## config.mk

```make
export PLATFORM = sky130hd
export DESIGN_NAME = fpu_cmd_issuer
export DESIGN_NICKNAME = d
export VERILOG_FILES = /design/src/rtl/fpu_pkg.sv /design/src/rtl/fpu_cmd_fifo.sv /design/src/rtl/fpu_cmd_issuer.sv
export SDC_FILE = /design/constraint.sdc
export NUM_CORES = 1
export LEC_CHECK = 0
export BUFFER_PORTS_ARGS = -buffer_cell sky130_fd_sc_hd__buf_2
export CORE_MARGIN = 4
export CORE_UTILIZATION = 56
export CTS_CLUSTER_DIAMETER = 150
export DETAILED_ROUTE_END_ITERATION = 8
export PLACE_DENSITY = 0.79
export SYNTH_ARGS = -nofsm -noshare
export SYNTH_HDL_FRONTEND = slang
export SYNTH_SLANG_ARGS = --single-unit
```

## constraint.sdc

```tcl
create_clock -name clk -period 3.2 [get_ports clk]
set_input_delay 0.32 -clock clk [delete_from_list [all_inputs] [get_ports clk]]
set_output_delay 0.32 -clock clk [all_outputs]
set_load 0.02 [all_outputs]
```

## src/rtl/fpu_pkg.sv

```systemverilog
// Shared types and constants for the FPU command issuer.
//   state_e : issuer FSM states
//   Sel*    : 2-bit FPU operation codes
//   cmd_t   : one queued command record {a, b, sel, round}
package fpu_pkg;

   localparam int unsigned CmdW = 67;

   typedef enum logic [1:0] {
      StIdle,
      StIssue,
      StWait,
      StHold
   } state_e;

   localparam logic [1:0] SelAdd = 2'b00;
   localparam logic [1:0] SelSub = 2'b01;
   localparam logic [1:0] SelMul = 2'b10;
   localparam logic [1:0] SelDiv = 2'b11;

   typedef struct packed {
      logic [31:0] a;
      logic [31:0] b;
      logic [1:0]  sel;
      logic        round;
   } cmd_t;

endpackage

```

## src/rtl/fpu_cmd_fifo.sv

```systemverilog
// Command FIFO for the FPU issuer: DEPTH entries of cmd_t, wrap-around pointers.
//   clk_i, rst_ni : clock, asynchronous active-low reset
//   push_i/wdata_i: write one entry (accepted when not full, or when full with a pop)
//   pop_i/rdata_o : remove the head entry; rdata_o shows the head
//   full_o, empty_o, count_o : occupancy status
module fpu_cmd_fifo
   import fpu_pkg::*;
#(
   parameter int unsigned DEPTH = 4
) (
   input  logic                         clk_i,
   input  logic                         rst_ni,
   input  logic                         push_i,
   input  cmd_t                         wdata_i,
   input  logic                         pop_i,
   output cmd_t                         rdata_o,
   output logic                         full_o,
   output logic                         empty_o,
   output logic [$clog2(DEPTH+1)-1:0]   count_o
);

   localparam int unsigned PtrW = $clog2(DEPTH);
   localparam int unsigned CntW = $clog2(DEPTH + 1);

   cmd_t            mem_q [DEPTH];
   logic [PtrW-1:0] wr_ptr_q, rd_ptr_q;
   logic [CntW-1:0] count_q, count_d;
   logic            avail_q;
   logic            do_push, do_pop;

   assign do_pop  = pop_i & (count_q != '0);
   assign do_push = push_i & ((count_q != CntW'(DEPTH)) | do_pop);

   always_comb begin
      count_d = count_q;
      case ({do_push, do_pop})
         2'b10:   count_d = count_q + CntW'(1);
         2'b01:   count_d = count_q - CntW'(1);
         default: count_d = count_q;
      endcase
   end

   always_ff @(posedge clk_i or negedge rst_ni) begin
      if (!rst_ni) begin
         wr_ptr_q <= '0;
         rd_ptr_q <= '0;
         count_q  <= '0;
         avail_q  <= 1'b0;
      end else begin
         if (do_push) wr_ptr_q <= wr_ptr_q + PtrW'(1);
         if (do_pop)  rd_ptr_q <= rd_ptr_q + PtrW'(1);
         count_q <= count_d;
         // Head is offered one cycle after it lands, so a freshly written entry is
         // never read on the same edge it is stored.
         avail_q <= (count_q != '0);
      end
   end

   always_ff @(posedge clk_i) begin
      if (do_push) mem_q[wr_ptr_q] <= wdata_i;
   end

   assign rdata_o = mem_q[rd_ptr_q];
   assign full_o  = (count_q == CntW'(DEPTH));
   assign empty_o = (count_q == '0) | ~avail_q;
   assign count_o = count_q;

endmodule

```

## src/rtl/fpu_cmd_issuer.sv

```systemverilog
// Queues FPU commands and issues them one at a time to a fixed-latency FPU.
//   clk, reset                 : clock, asynchronous active-low reset
//   cmd_valid/cmd_ready, cmd_* : command intake (a, b, sel, round)
//   fpu_A/B/sel/round, fpu_start : operand/start port to the FPU
//   fpu_Y, fpu_over_flow, fpu_error : FPU result, sampled LAT cycles after start
//   rsp_valid/rsp_ready, rsp_* : captured result with echoed opcode
//   busy                       : FSM not idle or commands still queued
module fpu_cmd_issuer
   import fpu_pkg::*;
#(
   parameter int unsigned DEPTH = 4,
   parameter int unsigned LAT   = 4
) (
   input  logic        clk,
   input  logic        reset,
   input  logic        cmd_valid,
   output logic        cmd_ready,
   input  logic [31:0] cmd_a,
   input  logic [31:0] cmd_b,
   input  logic [1:0]  cmd_sel,
   input  logic        cmd_round,
   output logic [31:0] fpu_A,
   output logic [31:0] fpu_B,
   output logic [1:0]  fpu_sel,
   output logic        fpu_round,
   output logic        fpu_start,
   input  logic [31:0] fpu_Y,
   input  logic        fpu_over_flow,
   input  logic        fpu_error,
   output logic        rsp_valid,
   input  logic        rsp_ready,
   output logic [31:0] rsp_y,
   output logic        rsp_over_flow,
   output logic        rsp_error,
   output logic [1:0]  rsp_sel,
   output logic        busy
);

   localparam int unsigned CntW  = $clog2(DEPTH + 1);
   localparam int unsigned WaitW = (LAT > 1) ? $clog2(LAT) : 1;
   localparam logic [WaitW-1:0] WaitLast = WaitW'(LAT - 1);

   state_e           state_q, state_d;
   logic [WaitW-1:0] wait_cnt_q;
   cmd_t             push_cmd, head_cmd;
   logic             fifo_full, fifo_empty, fifo_push, fifo_pop, capture;
   logic [CntW-1:0]  fifo_count;
   logic [31:0]      fpu_a_q, fpu_b_q, rsp_y_q;
   logic [1:0]       fpu_sel_q, rsp_sel_q;
   logic             fpu_round_q, rsp_ovf_q, rsp_err_q;

   assign push_cmd  = '{a: cmd_a, b: cmd_b, sel: cmd_sel, round: cmd_round};
   assign cmd_ready = ~fifo_full;
   assign fifo_push = cmd_valid & cmd_ready;

   fpu_cmd_fifo #(
      .DEPTH (DEPTH)
   ) u_fifo (
      .clk_i   (clk),
      .rst_ni  (reset),
      .push_i  (fifo_push),
      .wdata_i (push_cmd),
      .pop_i   (fifo_pop),
      .rdata_o (head_cmd),
      .full_o  (fifo_full),
      .empty_o (fifo_empty),
      .count_o (fifo_count)
   );

   // State register
   always_ff @(posedge clk or negedge reset) begin
      if (!reset) state_q <= StIdle;
      else        state_q <= state_d;
   end

   // Next-state logic
   always_comb begin
      state_d = state_q;
      unique case (state_q)
         StIdle:  if (!fifo_empty) state_d = StIssue;
         StIssue: state_d = StWait;
         StWait:  if (wait_cnt_q == WaitLast) state_d = StHold;
         StHold:  if (rsp_ready) state_d = StIdle;
         default: state_d = StIdle;
      endcase
   end

   // FSM outputs
   always_comb begin
      fpu_start = (state_q == StIssue);
      rsp_valid = (state_q == StHold);
      fifo_pop  = (state_q == StIdle) & ~fifo_empty;
      capture   = (state_q == StWait) & (wait_cnt_q == WaitLast);
   end

   always_ff @(posedge clk or negedge reset) begin
      if (!reset) begin
         wait_cnt_q  <= '0;
         fpu_a_q     <= '0;
         fpu_b_q     <= '0;
         fpu_sel_q   <= '0;
         fpu_round_q <= 1'b0;
         rsp_y_q     <= '0;
         rsp_ovf_q   <= 1'b0;
         rsp_err_q   <= 1'b0;
         rsp_sel_q   <= '0;
      end else begin
         if (state_q == StIssue)     wait_cnt_q <= '0;
         else if (state_q == StWait) wait_cnt_q <= wait_cnt_q + WaitW'(1);
         // Operands stay on the FPU port until the next pop.
         if (fifo_pop) begin
            fpu_a_q     <= head_cmd.a;
            fpu_b_q     <= head_cmd.b;
            fpu_sel_q   <= head_cmd.sel;
            fpu_round_q <= head_cmd.round;
         end
         if (capture) begin
            rsp_y_q   <= fpu_Y;
            rsp_ovf_q <= fpu_over_flow;
            rsp_err_q <= fpu_error;
            rsp_sel_q <= fpu_sel_q;
         end
      end
   end

   assign fpu_A         = fpu_a_q;
   assign fpu_B         = fpu_b_q;
   assign fpu_sel       = fpu_sel_q;
   assign fpu_round     = fpu_round_q;
   assign rsp_y         = rsp_y_q;
   assign rsp_over_flow = rsp_ovf_q;
   assign rsp_error     = rsp_err_q;
   assign rsp_sel       = rsp_sel_q;
   assign busy          = (state_q != StIdle) | (fifo_count != '0);

endmodule
```

==> results.yml <==
grt:
  grt_pass1_wl_mm: 42.9
  grt_max_degree: 70
  antenna_found_initial: 3
  gr-total-overflow: 0
  track_usage_pct: 19.5
  grt_pass1_vias: 7564
synth:
  synth_nets: 750
  ys_ff_latch: 383
  synth_top_flop_cell: "edfxtp_1"
  ys_types: 26
  synth-seq-area-share_pct: 76.9
  synth_edf_count: 268
  synth.cell_area_mm2: 0.0142
  synth_area_per_cell_um2: 22.4
  syn_inst: 633
  yosysWarningCount: 0
  synthArstFlopShare_pct: 30.0
sta:
  tightest_slew_ns: 0.712
  post-route-min-period_ns: 2.29
  maxSlewViolCount: 0
  tns_ns: 0
  rsz0062_at_grt: "no"
  fmax_mhz: 437
  fin_crit_sh_pct: 71.4
  layout_setup_ws_ns: 0.914
  skew_ns: 0.0252
  setup_violations: 0
  maxSlewHeadroom_pct: 52.6
  hold_viol_final: 0
floorplan:
  design.portCount: 212
  die_y_um: 167
  fp.dieW_um: 167
  die_area_mm2: 0.0280
  row_count: 58
  core_area_mm2: 0.0250
  floorplan.initialDensity_pct: 56.8
worst_setup_path:
  startpoint_type: "register"
  path_max_fanout: 6
  critPathCaptureType: "register"
  path_class: "reg -> reg"
  r2r-end: "u_fifo.count_o[2]"
  cp.arrival_ns: 2.71
  r2r_start: "u_fifo.count_o[0]"
  cp.required_ns: 3.63
  rrSetupSlack_ns: 0.91
  rr_worst_depth: 9
worst_hold_path:
  min_path_type: "in -> reg"
  worst_hold_startpoint: "cmd_a[28]"
  hold_path_depth: 1
  whs_endpoint: "u_fifo.mem_q[2][63]"
status:
  outcome: "completed"
pwr:
  pwr_density_cell_mw_per_mm2: 1030
  vdd_ir_drop_max_mv: 0.773
  total_power_uw: 17800
  p_leak_uw: 0.00656
clock_tree:
  cts-htree-levels: 2
  cts_buffer_depth: 3
  cts_num_sinks: 383
  path_clk_slew_ns: 0.06
  numCtsBuffers: 39
  insertion_delay_ns: 0.52
  tritoncts: "built"
  cts_root_buf: "clkbuf_16"
placed_design:
  numPortBuffers: 211
  hpwl_mm: 16.1
  pre_cts_ws_ns: 0.930
  gp_congestion: 0.766
  placed_area_mm2: 0.0158
detailed_routing:
  vias_per_cell: 5.52
  wire_per_inst_um: 21.6
  drt_iter0_drc: 325
  routed_wl_mm: 27.1
  num_vias: 6909
  ant_nets: 0
  drcViolationCount: 0
  firstDrtPassIters: 4
layout:
  nNetsFinal: 1008
  finish.utilization_pct: 69.1
  n_antenna_cell: 0
  drive_gt1_share_pct: 50.5
  syn_to_final_growth_pct: 21.7
  nFillCells: 1591
  final_area_mm2: 0.0173
run:
  drv_cap: 0
-- power by group --
| group | total [uW] | internal, uW | switching (uW) |
|---|---|---|---|
| combinational | 5520 | 2710 | 2810 |
| clock | 4600 | 2780 | 1810 |
| sequential | 7710 | 6870 | 836 |
-- cell type report --
| class | instances | area [um^2] | share of cell area (%) |
|---|---|---|---|
| tap | 330 | 413 | 2.39 |
| clock buffer | 55 | 1120 | 6.47 |
| multi-input combinational | 213 | 3120 | 18.0 |
| sequential | 383 | 10900 | 63.2 |
| clock inverter | 17 | 208 | 1.20 |
| timing repair buffer | 244 | 1470 | 8.48 |
| inverter | 10 | 37.5 | 0.217 |
-- cell usage after synthesis, types with 2 or more instances --
master,number,area share [%]
edfxtp_1,268,57
dfrtp_1,115,20
mux2_2,98,7.8
mux4_2,67,11
buf_2,15,0.53
ha_1,11,0.97
inv_1,10,0.26
clkbuf_1,9,0.24
mux2_4,8,0.85
and3_1,4,0.18
nand2_1,3,0.079
nor2_1,3,0.079
nor2b_1,3,0.13
xnor2_1,3,0.18
xor2_1,3,0.18
buf_12,2,0.28
mux2i_1,2,0.14
-- state kept, by name, indices dropped and copies added, names as in the netlist --
| register | cells |
|---|---|
| u_fifo.mem_q | 268 |
| fpu_A | 32 |
| fpu_B | 32 |
| rsp_y | 32 |
| u_fifo.count_o | 3 |
| fpu_sel | 2 |
| rsp_sel | 2 |
| state_q | 2 |
| u_fifo.rd_ptr_q | 2 |
| u_fifo.wr_ptr_q | 2 |
| wait_cnt_q | 2 |
| fpu_round | 1 |
| rsp_error | 1 |
| rsp_over_flow | 1 |
| u_fifo.avail_q | 1 |
-- worst max path at each step --
stage,startpoint,endpoint,cells after the start
detailed placement,u_fifo.count_o[0],u_fifo.count_o[2],9
finish,u_fifo.count_o[0],u_fifo.count_o[2],9
floorplan,u_fifo.count_o[2],u_fifo.mem_q[0][0],2
CTS,u_fifo.count_o[0],u_fifo.count_o[2],9
global placement,u_fifo.count_o[0],u_fifo.count_o[2],9
global route,u_fifo.count_o[0],u_fifo.count_o[2],9
-- cell usage in the layout, fill, tap and decap left out, types with 8 or more instances in the layout --
cell type	count
mux2_4	8
dfrtp_1	113
mux4_2	67
dlygate4sd3_1	19
buf_2	210
ha_1	11
clkbuf_1	10
clkbuf_16	41
buf_12	9
mux2_2	98
edfxtp_1	268
inv_1	10
-- critical path, cell delays in order, from the launching register on --
cell	delay, ns
dfrtp_1	0.44
or3b_1	0.47
and2_1	0.24
inv_1	0.06
ha_1	0.17
inv_1	0.06
fa_1	0.37
xor2_1	0.15
nor2_1	0.11
xor2_1	0.15
-- per-layer routing --
metal	vias up	global-route usage [%]	wire length, um
met1	3549	25.7	10600
li1	3050	-	-
met3	53	4.86	1980
met5	-	0	42
met4	6	4.52	518
met2	251	33.4	13900
-- metrics by stage --
step / std cells / hold slack, ns
after global routing: 1252 / 0.00365
after floorplan: 633 / 0.0244
after global placement: 1161 / 0.329
after detailed placement: 1161 / 0.333
final: 1252 / 0.0173
after CTS: 1250 / 0.000842
-- kinds of logic (layout without fill, tap and decap cells) --
family	Yosys count	in the layout	synth area share, %
muxes	175	175	19.4
adders and majority gates	12	12	1.11
xor gates and xnor gates	6	6	0.370
and+or+nand+nor	17	17	0.660
DFF	383	383	76.9
buffers and inverters	37	326	1.39
AOI/OAI and AO/OA	3	3	0.211
-- repair_timing --
action | CTS | global route
hold buffers | 17 | 2
setup endpoints to repair | 0 | 0
resized for setup | 0 | 0
setup buffers | 0 | 0
endpoints found under the hold margin | 87 | 2
Power figures use the tool's default switching activity.
